<file path="config.mk">
export PLATFORM = sky130hd
export DESIGN_NAME = traffic_light_controller_param
export DESIGN_NICKNAME = d
export VERILOG_FILES = /design/src/rtl/traffic_light_controller_param.sv
export SDC_FILE = /design/constraint.sdc
export NUM_CORES = 1
export LEC_CHECK = 0
export CORE_MARGIN = 3
export CORE_UTILIZATION = 35
export CTS_BUF_LIST = sky130_fd_sc_hd__clkbuf_16
export CTS_CLUSTER_DIAMETER = 200
export DETAILED_ROUTE_END_ITERATION = 8
export GPL_TIMING_DRIVEN = 0
export SYNTH_ARGS = -nofsm -noshare
export SYNTH_HDL_FRONTEND = slang
export SYNTH_SLANG_ARGS = --single-unit
</file>
<file path="constraint.sdc">
create_clock -name clk -period 2.75 [get_ports clk]
set_clock_uncertainty 0.15 [all_clocks]
set_input_delay 0.6875 -clock clk [delete_from_list [all_inputs] [get_ports clk]]
set_output_delay 0.6875 -clock clk [all_outputs]
set_load 0.02 [all_outputs]
</file>
<file path="src/rtl/traffic_light_controller_param.sv">
// Two-way intersection controller: green/yellow/all-red cycle, latched pedestrian walks, flashing-red mode.
// All outputs registered; next-state logic is a single combinational block feeding one always_ff.
module traffic_light_controller_param #(
    parameter int GREEN_TIME  = 8,
    parameter int YELLOW_TIME = 3,
    parameter int ALLRED_TIME = 2,
    parameter int MIN_GREEN   = 4,
    parameter int PED_TIME    = 3,
    parameter int FLASH_HALF  = 4,
    parameter int TIMER_W     = 8
) (
    input  logic       clk,
    input  logic       reset,
    input  logic       ped_req_ns,
    input  logic       ped_req_ew,
    input  logic       flash_mode,
    output logic [2:0] ns_light,
    output logic [2:0] ew_light,
    output logic       ped_walk_ns,
    output logic       ped_walk_ew,
    output logic [2:0] phase
);

    typedef enum logic [2:0] {
        NS_GREEN  = 3'd0,
        NS_YELLOW = 3'd1,
        ALLRED_A  = 3'd2,
        EW_GREEN  = 3'd3,
        EW_YELLOW = 3'd4,
        ALLRED_B  = 3'd5,
        FLASH     = 3'd6
    } state_t;

    localparam logic [2:0] LAMP_RED = 3'b100;
    localparam logic [2:0] LAMP_YEL = 3'b010;
    localparam logic [2:0] LAMP_GRN = 3'b001;
    localparam logic [2:0] LAMP_OFF = 3'b000;

    // Timer values on the final cycle of each timed interval.
    localparam logic [TIMER_W-1:0] GREEN_LAST  = TIMER_W'(GREEN_TIME - 1);
    localparam logic [TIMER_W-1:0] YELLOW_LAST = TIMER_W'(YELLOW_TIME - 1);
    localparam logic [TIMER_W-1:0] ALLRED_LAST = TIMER_W'(ALLRED_TIME - 1);
    localparam logic [TIMER_W-1:0] MIN_LAST    = TIMER_W'(MIN_GREEN - 1);
    localparam logic [TIMER_W-1:0] PED_LAST    = TIMER_W'(PED_TIME - 1);
    localparam logic [TIMER_W-1:0] FLASH_LAST  = TIMER_W'(FLASH_HALF - 1);

    state_t               state;
    state_t               state_nxt;
    logic [TIMER_W-1:0]   timer;
    logic [TIMER_W-1:0]   timer_nxt;
    logic                 flash_tog;
    logic                 flash_tog_nxt;
    logic                 ped_pend_ns;
    logic                 ped_pend_ew;
    logic                 pend_ns_nxt;
    logic                 pend_ew_nxt;
    logic                 walk_ns_nxt;
    logic                 walk_ew_nxt;
    logic                 enter_ns;
    logic                 enter_ew;

    function automatic logic [5:0] lamps(input state_t s, input logic tog);
        logic [5:0] l;
        l = {LAMP_RED, LAMP_RED};
        case (s)
            NS_GREEN:  l = {LAMP_GRN, LAMP_RED};
            NS_YELLOW: l = {LAMP_YEL, LAMP_RED};
            EW_GREEN:  l = {LAMP_RED, LAMP_GRN};
            EW_YELLOW: l = {LAMP_RED, LAMP_YEL};
            FLASH:     l = tog ? {LAMP_OFF, LAMP_OFF} : {LAMP_RED, LAMP_RED};
            default:   l = {LAMP_RED, LAMP_RED};
        endcase
        return l;
    endfunction

    always_comb begin
        state_nxt     = state;
        timer_nxt     = timer + 1'b1;
        flash_tog_nxt = flash_tog;
        case (state)
            NS_GREEN: begin
                if (timer == GREEN_LAST || (ped_pend_ew && timer >= MIN_LAST)) begin
                    state_nxt = NS_YELLOW;
                end
            end
            NS_YELLOW: begin
                if (timer == YELLOW_LAST) begin
                    state_nxt = ALLRED_A;
                end
            end
            ALLRED_A: begin
                if (timer == ALLRED_LAST) begin
                    state_nxt = flash_mode ? FLASH : EW_GREEN;
                end
            end
            EW_GREEN: begin
                if (timer == GREEN_LAST || (ped_pend_ns && timer >= MIN_LAST)) begin
                    state_nxt = EW_YELLOW;
                end
            end
            EW_YELLOW: begin
                if (timer == YELLOW_LAST) begin
                    state_nxt = ALLRED_B;
                end
            end
            ALLRED_B: begin
                if (timer == ALLRED_LAST) begin
                    state_nxt = flash_mode ? FLASH : NS_GREEN;
                end
            end
            FLASH: begin
                // Leaving flash always goes through a full all-red clearance.
                if (!flash_mode) begin
                    state_nxt = ALLRED_B;
                end else if (timer == FLASH_LAST) begin
                    flash_tog_nxt = ~flash_tog;
                    timer_nxt     = '0;
                end
            end
            default: begin
                state_nxt = NS_GREEN;
            end
        endcase

        // Every state change restarts the timer and clears the flash phase.
        if (state_nxt != state) begin
            timer_nxt     = '0;
            flash_tog_nxt = 1'b0;
        end

        enter_ns = (state_nxt == NS_GREEN) && (state != NS_GREEN);
        enter_ew = (state_nxt == EW_GREEN) && (state != EW_GREEN);

        // Entering a green consumes the pending request; requests during own green are already served.
        pend_ns_nxt = enter_ns ? 1'b0 : (ped_pend_ns | (ped_req_ns && state != NS_GREEN));
        pend_ew_nxt = enter_ew ? 1'b0 : (ped_pend_ew | (ped_req_ew && state != EW_GREEN));

        if (enter_ns) begin
            walk_ns_nxt = ped_pend_ns;
        end else if (state_nxt != NS_GREEN || timer == PED_LAST) begin
            walk_ns_nxt = 1'b0;
        end else begin
            walk_ns_nxt = ped_walk_ns;
        end

        if (enter_ew) begin
            walk_ew_nxt = ped_pend_ew;
        end else if (state_nxt != EW_GREEN || timer == PED_LAST) begin
            walk_ew_nxt = 1'b0;
        end else begin
            walk_ew_nxt = ped_walk_ew;
        end
    end

    always_ff @(posedge clk) begin
        if (reset) begin
            state       <= NS_GREEN;
            timer       <= '0;
            flash_tog   <= 1'b0;
            ped_pend_ns <= 1'b0;
            ped_pend_ew <= 1'b0;
            ped_walk_ns <= 1'b0;
            ped_walk_ew <= 1'b0;
            ns_light    <= LAMP_GRN;
            ew_light    <= LAMP_RED;
            phase       <= 3'd0;
        end else begin
            state                  <= state_nxt;
            timer                  <= timer_nxt;
            flash_tog              <= flash_tog_nxt;
            ped_pend_ns            <= pend_ns_nxt;
            ped_pend_ew            <= pend_ew_nxt;
            ped_walk_ns            <= walk_ns_nxt;
            ped_walk_ew            <= walk_ew_nxt;
            {ns_light, ew_light}   <= lamps(state_nxt, flash_tog_nxt);
            phase                  <= state_nxt;
        end
    end

endmodule

</file>
* Word level (Yosys, flattened, before mapping) *
Cells that the tools add are included.

storage, ports and cells
  flip-flop bits (word level) = 22
  bits of input ports = 5
  output and inout port bits = 11
  word-level logic and storage cells = 73

operators by class
  add/sub/neg operators = 1
  order comparisons = 1
  equality and inequality tests = 17
  mux-type cells = 23
  bitwise logic cells = 3
  reduce and logical (&&, ||, !) cells = 19

operators with widths
  operator             count
  $pmux 6 s5           1
  $mux 3               9
  $mux 8               3
  $pmux 3 s7           1
  $eq 8x2->1 const B   2
  $eq 3x3->1 const B   5
  $eq 3x2->1 const B   3
  $add 8x1->8 const B  1
  $eq 8x1->1 const B   1
  $eq 8x3->1 const B   1
  $ge 8x2->1 const B   1
  $mux 1               8
  $eq 3x1->1 const B   2
  $logic_and 1x1->1    6
  $logic_not 3->1      2
  $mux 6               1
  $ne 3x2->1 const B   2
  $reduce_bool 3->1    2
  $reduce_or 2->1      3
  $logic_or 1x1->1     4
  $reduce_bool 2->1    2
  $ne 3x3->1           1
  $or 1x1->1           2
  $not 1->1            1

* Logic depth before layout (Yosys ltp) *
Gate-level depths: netlist (run 1).

  depth after elaboration = 9
  depth in mapped cells = 8
  gate-level depth less buffers = 8

* Least setup slack after synthesis (run 1) *
Ideal clock, no wire load.

  path type = reg-to-reg
  from = register timer[0]
  to = register ew_light[2]
  setup time = 127 ps
  arrival time = 2160 ps
  required time = 2473 ps
  slack = 313 ps
  cell stages (with the launch flop) = 8
  buffers on the path = 0
  period minus slack after synthesis = 2437 ps
  path through = dfxtp_1 -> ha_1 -> or3_4 -> o21a_1 -> o31ai_4 -> a211oi_4 -> or4b_4 -> o41a_2

between the ends
  longest elaborated chain between the ends = 9
  elaborated cells on any way between the ends = 28
  classes of those cells = order compare (1); eq/ne (9); mux (13); reduce/logical (5)

ends and longest elaborated chain
  element                               line    source
  start, declared                       49      logic [TIMER_W-1:0] timer;
  start signal, assigned                169     timer <= timer_nxt;
  $ge 8x2->1                            82, 97
  $logic_and 1x1->1 (on tied branches)  97, 82
  $logic_or 1x1->1 (on tied branches)   97, 82
  $mux 3 (on tied branches)             97, 82
  $pmux 3 s7                            80      case (state)
  $ne 3x3->1                            126     if (state_nxt != state) begin
  $mux 1                                126
  $mux 6                                70      FLASH: l = tog ? {LAMP_OFF, LAMP_OFF} : {LAMP_RED, LAMP_RED};
  $pmux 6 s5 (*)                        65      case (s)
  end signal, assigned                  175     {ns_light, ew_light} <= lamps(state_nxt, flash_tog_nxt);
  end, declared                         18      output logic [2:0] ew_light,

Every way passes the cells marked *; elsewhere a longest branch is shown, timed or not.
A chain may end at the register's enable or synchronous reset.

* Worst setup path in the final report (run 1) *
  from = input flash_mode
  to = register ew_light[2]

between the ends
  longest elaborated chain between the ends = 7
  elaborated cells on any way between the ends = 17
  classes of those cells = eq/ne (5); mux (11); reduce/logical (1)

ends and longest elaborated chain
  element                    line     source
  start, declared            16       input logic flash_mode,
  $mux 3 (on tied branches)  93, 108
  $mux 3 (on tied branches)  92, 107
  $pmux 3 s7                 80
  $ne 3x3->1                 126
  $mux 1                     126
  $mux 6                     70
  $pmux 6 s5 (*)             65

Marked as above.

==> flow_metrics.tcl, run 1 <==
set metrics [dict create \
    vias 1066 \
    fp-row-count 21 \
    rr_worst_depth 7 \
    syn_nets 139 \
    worst_pin_slew_ns 0.575 \
    grt_pass1_wl_mm 4.84 \
    final_layout_size_suffix_gt1_share_pct 18.4 \
    synth_area_leaders "dfxtp_1, nor3_1, xor2_1, ha_1, nand3_1" \
    p_leak_nw 0.598 \
    ios 16 \
    netlist_top_cells_count "dfxtp_1, nor3_1, nor2_1" \
    gr-max-usage-layer "met2" \
    final_hold_viol_count 0 \
    coreArea_um2 3390 \
    dieWidth_um 65.6 \
    htree_levels 1 \
    dieArea_um2 4300 \
    clk_latency_ns 0.25 \
    drtIter0Drc 32 \
    clk_transition_reported_paths_ns 0.06 \
    grt_util_all_layers_pct 14.8 \
    n_antenna_cell 0 \
    power_density_nw_per_um2 821 \
    place_area_um2 1450 \
    synth_warnings 0 \
    initial_core_util_pct 36.7 \
    synth_top_area_cell "dfxtp_1" \
    synthesis.area_um2 1240 \
    hold_path_class "flip-flop to flip-flop" \
    cts_buffers 3 \
    ant_nets 0 \
    syn_area_per_cell_um2 9.49 \
    ys.flop_type "dfxtp_1" \
    relSlewSlack_pct 61.4 \
    post-route-drc-count 0 \
    met2_usage_pct 24.9 \
    grt_max_degree 12 \
    r2r_start "timer[0]" \
    r2r-end "ew_light[2]" \
    status "finished clean" \
    area_delta_synth_final_pct 26.0 \
    drtPass1Iterations 4 \
    netlist_instances 131 \
    grt_use_met1_pct 18.3 \
    clkSinkCount 22 \
    cp-start-kind "input pin" \
    max_freq_ghz 0.375 \
    synth-seq-area-share_pct 35.4 \
    vias_per_cell 5.38 \
    ys_ff_latch 22 \
    synth.most_common_cell "dfxtp_1" \
    synth_top_area_share_pct 35.4 \
    maxSlewViolCount 0 \
    finalPower_mw 1.29 \
    setup_viol 0 \
    holdWs_ns 0.330 \
    place_congestion 0.804 \
    cp_data_required_time_ns 2.74 \
    timing.final.crit_share_pct 97.1 \
    grtUsageMet3_pct 2.56 \
    grt_pass1_vias 1017 \
    crit_end "ew_light[2]" \
    crit_type "input pin to flip-flop" \
    nets 162 \
    yosysUniqueCellTypes 51 \
    fin_area_um2 1570 \
    critPathArrivalTime_ns 2.65 \
    drv_cap 0 \
    numPortBuffers 15 \
    worstSetupEndpointType "flip-flop" \
    wl_mm 2.81 \
    die_h_um 65.6 \
    min_path_cells 2 \
    dp_hpwl_mm 2.08 \
    cts_tree "yes" \
    async_flop_share_pct 0 \
    antenna_found_initial 0 \
    regToRegSetupSlack_ns 0.11 \
    crit_start "flash_mode" \
    cts-root-buf "clkbuf_16" \
    gr-total-overflow 0 \
    wire_per_inst_um 14.2 \
    final.min_clock_period_ns 2.67 \
    rsz0062_at_grt "false" \
    cts_max_path_buffers 2 \
    max-vdd-ir-drop_mv 0.391 \
    path_max_fanout 6 \
    synth-edff-count 0 \
]
## per-stage QoR
step / setup slack, ns / instances / util [%] / setup TNS (ns)
3_3_place_gp: -0.186 / 192 / 42.8 / -0.548
3_5_place_dp: -0.213 / 192 / 42.8 / -1.12
5_1_grt: 0.0127 / 198 / 46.2 / 0
2_1_floorplan: 0.313 / 131 / - / 0
6_report: 0.0806 / 198 / 46.2 / 0
4_1_cts: 0.0459 / 195 / 45.0 / 0
## layout make-up
class / count / area (µm²)
Buffer: 7 / 68.8
Clock buffer: 3 / 75.1
Fill cell: 327 / 1820
Inverter: 7 / 26.3
Multi-Input combinational cell: 95 / 726
Sequential cell: 22 / 440
Tap cell: 46 / 57.6
Timing Repair Buffer: 18 / 173
## power breakdown
part           internal, mW  switching (mW)  total, mW
clock                 0.192           0.109      0.301
combinational         0.251           0.322      0.573
sequential            0.370          0.0420      0.412
total                 0.814           0.473       1.29
## worst min-delay path by stage
stage | start | to | slack [ns]
6_report | ped_walk_ns | ped_walk_ns | 0.33
5_1_grt | ped_walk_ns | ped_walk_ns | 0.36
4_1_cts | ped_walk_ns | ped_walk_ns | 0.33
3_5_place_dp | ped_walk_ns | ped_walk_ns | 0.33
3_3_place_gp | ped_walk_ns | ped_walk_ns | 0.32
2_1_floorplan | ped_pend_ew | ped_walk_ew | 0.31
## state kept, by name, summed over array words and instances (netlist names)
| name | count |
|---|---|
| state | 3 |
| ped_pend_ns | 1 |
| ped_walk_ns | 1 |
| ns_light | 3 |
| ew_light | 3 |
| ped_walk_ew | 1 |
| flash_tog | 1 |
| ped_pend_ew | 1 |
| timer | 8 |
## placed cells by master (no fill, tap or decap), drive strengths merged, types with 5 or more instances in the layout
cell type,Yosys,routed
inv,7,7
buf,6,9
clkdlybuf4s50,0,15
a31oi,5,5
dfxtp,22,22
nand3,6,6
nor3,12,12
nand2,7,7
xor2,5,5
nor2,9,9
## routing by layer
metal,vias up,wire length (µm),share of wire [%]
met5,-,0,0
met4,0,57,2.0
met3,5,124,4.4
met2,27,1350,48
met1,510,1280,45
li1,524,-,-
## worst max-delay path, cell delays in order
cell	delay, ns
clkdlybuf4s50_1	0.48
or3_2	0.47
o32ai_4	0.17
a211oi_4	0.11
or4b_4	0.59
o41a_2	0.14
## cell families after synthesis
kind of cell / share of synthesized area, %
AO/OA/AOI/OAI: 19.9
XOR/XNOR: 6.24
adder cells (fa/ha/maj): 3.02
buffers and inverters: 7.64
flip-flops: 35.4
AND/OR/NAND/NOR: 27.8
## timing repair
action	CTS	global route
buffers inserted	0	3
endpoints found under the hold margin	0	0
resized for setup	0	2
hold buffers	0	0
setup endpoints to repair	0	1
(Power assumes the default switching activity.)
==> run 2: changes to the inputs <==
- CORE_UTILIZATION: 35 -> 33
==> run 2 against run 1 <==
  * Global-route usage is 1.1 points lower
  * Power up 7.7%
  * Final cell count grew 1.0%
  * Register-to-register slack is essentially flat
  * Critical path depth increased by 1
  * Largest power group unchanged
  * Highest routed layer unchanged
==> flow_metrics.tcl, run 2 (same netlist as run 1, synthesis figures left out) <==
set metrics [dict create \
    dieWidth_um 67.4 \
    power.share.sequential_pct 29.9 \
    wire_per_inst_um 13.8 \
    final_common_cell "dfxtp_1" \
    cts-root-buf "clkbuf_16" \
    critical-path-slowest-cell "or4b_4" \
    maxSlewViolCount 0 \
    vias_per_cell 5.31 \
    dieArea_um2 4540 \
    max_freq_ghz 0.377 \
    area_delta_synth_final_pct 28.5 \
    n_antenna_cell 0 \
    ant_nets 0 \
    rsz0062_at_grt "false" \
    critPathArrivalTime_ns 2.64 \
    power.switching_mw 0.473 \
    gr-total-overflow 0 \
    drv_cap 0 \
    grt_max_degree 14 \
    relSlewSlack_pct 61.3 \
    crit_type "input pin to flip-flop" \
    largest_register_ffs 8 \
    grt_pass1_wl_mm 4.71 \
    max-vdd-ir-drop_mv 0.381 \
    critPathMaxStageDelay_ns 0.52 \
    p_leak_nw 0.613 \
    path_max_fanout 6 \
    worstPathCellList "clkdlybuf4s50_1 -> and3b_1 -> nand4_1 -> o2111ai_1 -> a31oi_4 -> or4b_4 -> o41a_2" \
    power.share.clock_pct 29.1 \
    numPortBuffers 15 \
    power_density_nw_per_um2 867 \
    place_area_um2 1450 \
    top_register "timer" \
    nets 163 \
    grt_util_all_layers_pct 13.8 \
    status "finished clean" \
    cp-start-kind "input pin" \
    htree_levels 1 \
    cts_buffers 3 \
    place_congestion 0.783 \
    final_layout_size_suffix_gt1_share_pct 18.8 \
    final_hold_viol_count 0 \
    setup_viol 0 \
    fp-row-count 21 \
    swShare_pct 34.1 \
    holdWs_ns 0.331 \
    fin_area_um2 1600 \
    cts_max_path_buffers 2 \
    cts_tree "yes" \
    initial_core_util_pct 35.9 \
    wl_mm 2.76 \
    dp_hpwl_mm 2.01 \
    pwr-share-comb_pct 41.0 \
    antenna_found_initial 0 \
    clk_transition_reported_paths_ns 0.06 \
    worstSetupEndpointType "flip-flop" \
    cp_data_required_time_ns 2.74 \
    layout_common_cells "dfxtp_1, clkdlybuf4s50_1, nor3_1" \
    vias 1061 \
    ios 16 \
    die_h_um 67.4 \
    worst_pin_slew_ns 0.576 \
    clkSinkCount 22 \
    coreArea_um2 3470 \
    final.min_clock_period_ns 2.66 \
    drtIter0Drc 56 \
    drtPass1Iterations 4 \
    fillers 355 \
    clk_latency_ns 0.25 \
    grt_pass1_vias 1034 \
    intPower_mw 0.913 \
    timing.final.crit_share_pct 96.6 \
    post-route-drc-count 0 \
    hold_path_class "flip-flop to flip-flop" \
]
run 2: changes by cell type in the layout (fill, tap and decap cells not counted), sizes merged:
cell    previous run  this run
bufinv             0         1
buf                9        10
run 2: final cells by class:
| class | instances | area [µm²] | area share (%) |
|---|---|---|---|
| Tap cell | 46 | 57.6 | 3.60 |
| Inverter | 7 | 26.3 | 1.64 |
| Buffer | 7 | 68.8 | 4.31 |
| Multi-Input combinational cell | 95 | 719 | 45.0 |
| Sequential cell | 22 | 440 | 27.6 |
| Clock inverter | 1 | 30.0 | 1.88 |
| Clock buffer | 3 | 75.1 | 4.70 |
| Timing Repair Buffer | 19 | 180 | 11.3 |
run 2: path summary, 6_finish.rpt:
path         slack [ns]  cells after the start   startpoint          end
max reg2reg        0.12                      7     timer[0]  ew_light[2]
max                0.09                      7   flash_mode  ew_light[2]
min                0.33                      2  ped_walk_ns  ped_walk_ns
min reg2reg        0.33                      2  ped_walk_ns  ped_walk_ns
run 2: power by group through the flow:
stage	Combinational, mW	Clock (mW)	Sequential [mW]
3_5_place_dp	0.525	0	0.424
5_1_grt	0.624	0.425	0.422
3_3_place_gp	0.522	0	0.417
6_report	0.569	0.403	0.414
4_1_cts	0.531	0.412	0.417
2_1_floorplan	0.346	0	0.447
run 2: critical path, delay by kind of cell:
family	cells	cell delay [ns]
AND/OR/NAND/NOR	3	0.84
AO/OA/AOI/OAI	3	0.64
buffers and inverters	1	0.47
run 2: what timing repair did:
action | in CTS | in global routing
hold buffers | 0 | 0
gates resized for setup | 0 | 1
endpoints found under the setup margin | 0 | 1
buffers inserted | 0 | 4
run 2: through the flow:
stage                     setup TNS (ns)  utilization [%]  setup slack (ns)  instances  total power, mW
after global placement            -0.404             41.8            -0.179        192            0.939
after detailed placement          -0.263             41.8            -0.150        192            0.949
final                                  0             46.1            0.0948        200             1.39
after floorplan                        0                -             0.313        131            0.793
after global routing                   0             46.1           0.00260        200             1.47
after CTS                              0             44.9            0.0563        196             1.36
run 2: routing by layer:
layer | GRT usage [%] | wire length, µm
met1 | 17.1 | 1250
met2 | 22.9 | 1330
met3 | 3.83 | 143
met4 | 4.56 | 35
met5 | 0 | 0
==> run 3: changes to the inputs <==
- CORE_MARGIN: 3 -> not set
==> run 3 against run 2 <==
  * Register-to-register slack improved by 0.03 ns
  * Combinational power shrank 5.1%
  * Hold slack about the same
  * Sequential share of layout area grew 0.55 points
  * Critical path type unchanged
  * Largest power group unchanged
  * Highest routed layer unchanged
==> flow_metrics.tcl, run 3 (same netlist as run 1, synthesis figures left out) <==
set metrics [dict create \
    swShare_pct 34.6 \
    clk_latency_ns 0.26 \
    path_max_fanout 6 \
    power.share.clock_pct 29.8 \
    final_layout_size_suffix_gt1_share_pct 17.9 \
    numPortBuffers 15 \
    cts_max_path_buffers 2 \
    setup_viol 0 \
    drtIter0Drc 83 \
    clk_transition_reported_paths_ns 0.06 \
    rr_worst_depth 8 \
    relSlewSlack_pct 59.7 \
    p_leak_nw 0.597 \
    dieArea_um2 4020 \
    final.min_clock_period_ns 2.66 \
    clkSinkCount 22 \
    status "finished clean" \
    intPower_mw 0.889 \
    gr-total-overflow 0 \
    post-route-drc-count 0 \
    finalPower_mw 1.36 \
    place_area_um2 1450 \
    drv_cap 0 \
    r2r-end "ew_light[2]" \
    holdWs_ns 0.330 \
    max_freq_ghz 0.376 \
    power.share.sequential_pct 30.5 \
    final_common_cell "dfxtp_1" \
    power_density_nw_per_um2 868 \
    initial_core_util_pct 35.9 \
    fillers 353 \
    r2r_start "timer[0]" \
    power.switching_mw 0.471 \
    worst_pin_slew_ns 0.600 \
    vias 1036 \
    ant_nets 0 \
    crit_start "flash_mode" \
    crit_end "ew_light[2]" \
    vias_per_cell 5.26 \
    nets 160 \
    largest_register_ffs 8 \
    grt_util_all_layers_pct 15.3 \
    timing.final.crit_share_pct 96.6 \
    max-vdd-ir-drop_mv 0.328 \
    cts_tree "yes" \
    hold_path_class "flip-flop to flip-flop" \
    setup_tns_ns 0 \
    htree_levels 1 \
    regToRegSetupSlack_ns 0.15 \
    ios 16 \
    die_h_um 63.4 \
    cts_hold_buf 0 \
    cts-root-buf "clkbuf_16" \
    drtPass1Iterations 4 \
    wl_mm 2.84 \
    maxSlewViolCount 0 \
    rsz0062_at_grt "false" \
    cp_data_required_time_ns 2.74 \
    grt_pass1_wl_mm 4.84 \
    dieWidth_um 63.4 \
    coreArea_um2 3470 \
    n_antenna_cell 0 \
    dp_hpwl_mm 2.06 \
    area_delta_synth_final_pct 26.0 \
    pwr-share-comb_pct 39.7 \
    layout_common_cells "dfxtp_1, clkdlybuf4s50_1, nor3_1" \
    place_congestion 0.777 \
    fin_util_pct 45.2 \
    cp-start-kind "input pin" \
    grt_max_degree 14 \
    cts_buffers 3 \
    top_register "timer" \
    grt_pass1_vias 1016 \
    final_hold_viol_count 0 \
    critPathArrivalTime_ns 2.64 \
    crit_type "input pin to flip-flop" \
    wire_per_inst_um 14.4 \
    antenna_found_initial 0 \
    fin_area_um2 1570 \
    fp-row-count 21 \
    worstSetupEndpointType "flip-flop" \
]
## run 3: cell types whose count changed in the layout (fill, tap and decap cells not counted), sizes merged
cell | previous run | this run
buf | 10 | 7
## run 3: worst min-delay path by stage
stage / startpoint / end / slack [ns] / depth (start not counted)
2_1_floorplan: ped_pend_ew / ped_walk_ew / 0.31 / 2
3_3_place_gp: ped_walk_ns / ped_walk_ns / 0.32 / 2
3_5_place_dp: ped_walk_ns / ped_walk_ns / 0.33 / 2
4_1_cts: ped_walk_ns / ped_walk_ns / 0.34 / 2
5_1_grt: ped_walk_ew / ped_walk_ew / 0.37 / 2
6_report: ped_walk_ns / ped_walk_ns / 0.33 / 2
## run 3: critical path: stages
cell and delay [ns]:
clkdlybuf4s50_1 0.47, or3_2 0.44, o32ai_2 0.20, a211oi_4 0.11
or4b_4 0.58, o41a_2 0.14
## run 3: stage by stage
step           cells  setup slack, ns
6_report         197           0.0938
5_1_grt          197           0.0353
4_1_cts          196           0.0428
3_5_place_dp     192           -0.202
3_3_place_gp     192           -0.177
2_1_floorplan    131            0.313
## run 3: power by group through the flow
stage	combinational, mW	sequential (mW)	clock (mW)
2_1_floorplan	0.346	0.447	0
3_3_place_gp	0.520	0.417	0
3_5_place_dp	0.534	0.420	0
4_1_cts	0.536	0.414	0.412
5_1_grt	0.591	0.423	0.428
6_report	0.540	0.415	0.405
## run 3: cell type report
class / count / area [µm²] / share of cell area, %
multi-input combinational: 95 / 711 / 45.4
sequential: 22 / 440 / 28.1
timing repair buffer: 16 / 158 / 10.1
clock buffer: 3 / 75.1 / 4.79
buffer: 7 / 68.8 / 4.39
tap: 46 / 57.6 / 3.67
clock inverter: 1 / 30.0 / 1.92
inverter: 7 / 26.3 / 1.68
## run 3: repair_timing
action | 4_1_cts | 5_1_grt
setup buffers | 0 | 1
setup endpoints to repair | 0 | 1
gates resized for setup | 0 | 1
## run 3: metal layers
metal	up-vias	GRT usage, %	part of all wire, %
li1	518	-	-
met1	490	18.8	46
met2	25	27.3	50
met3	3	3.26	3.1
met4	0	2.56	0.67
met5	-	0	0
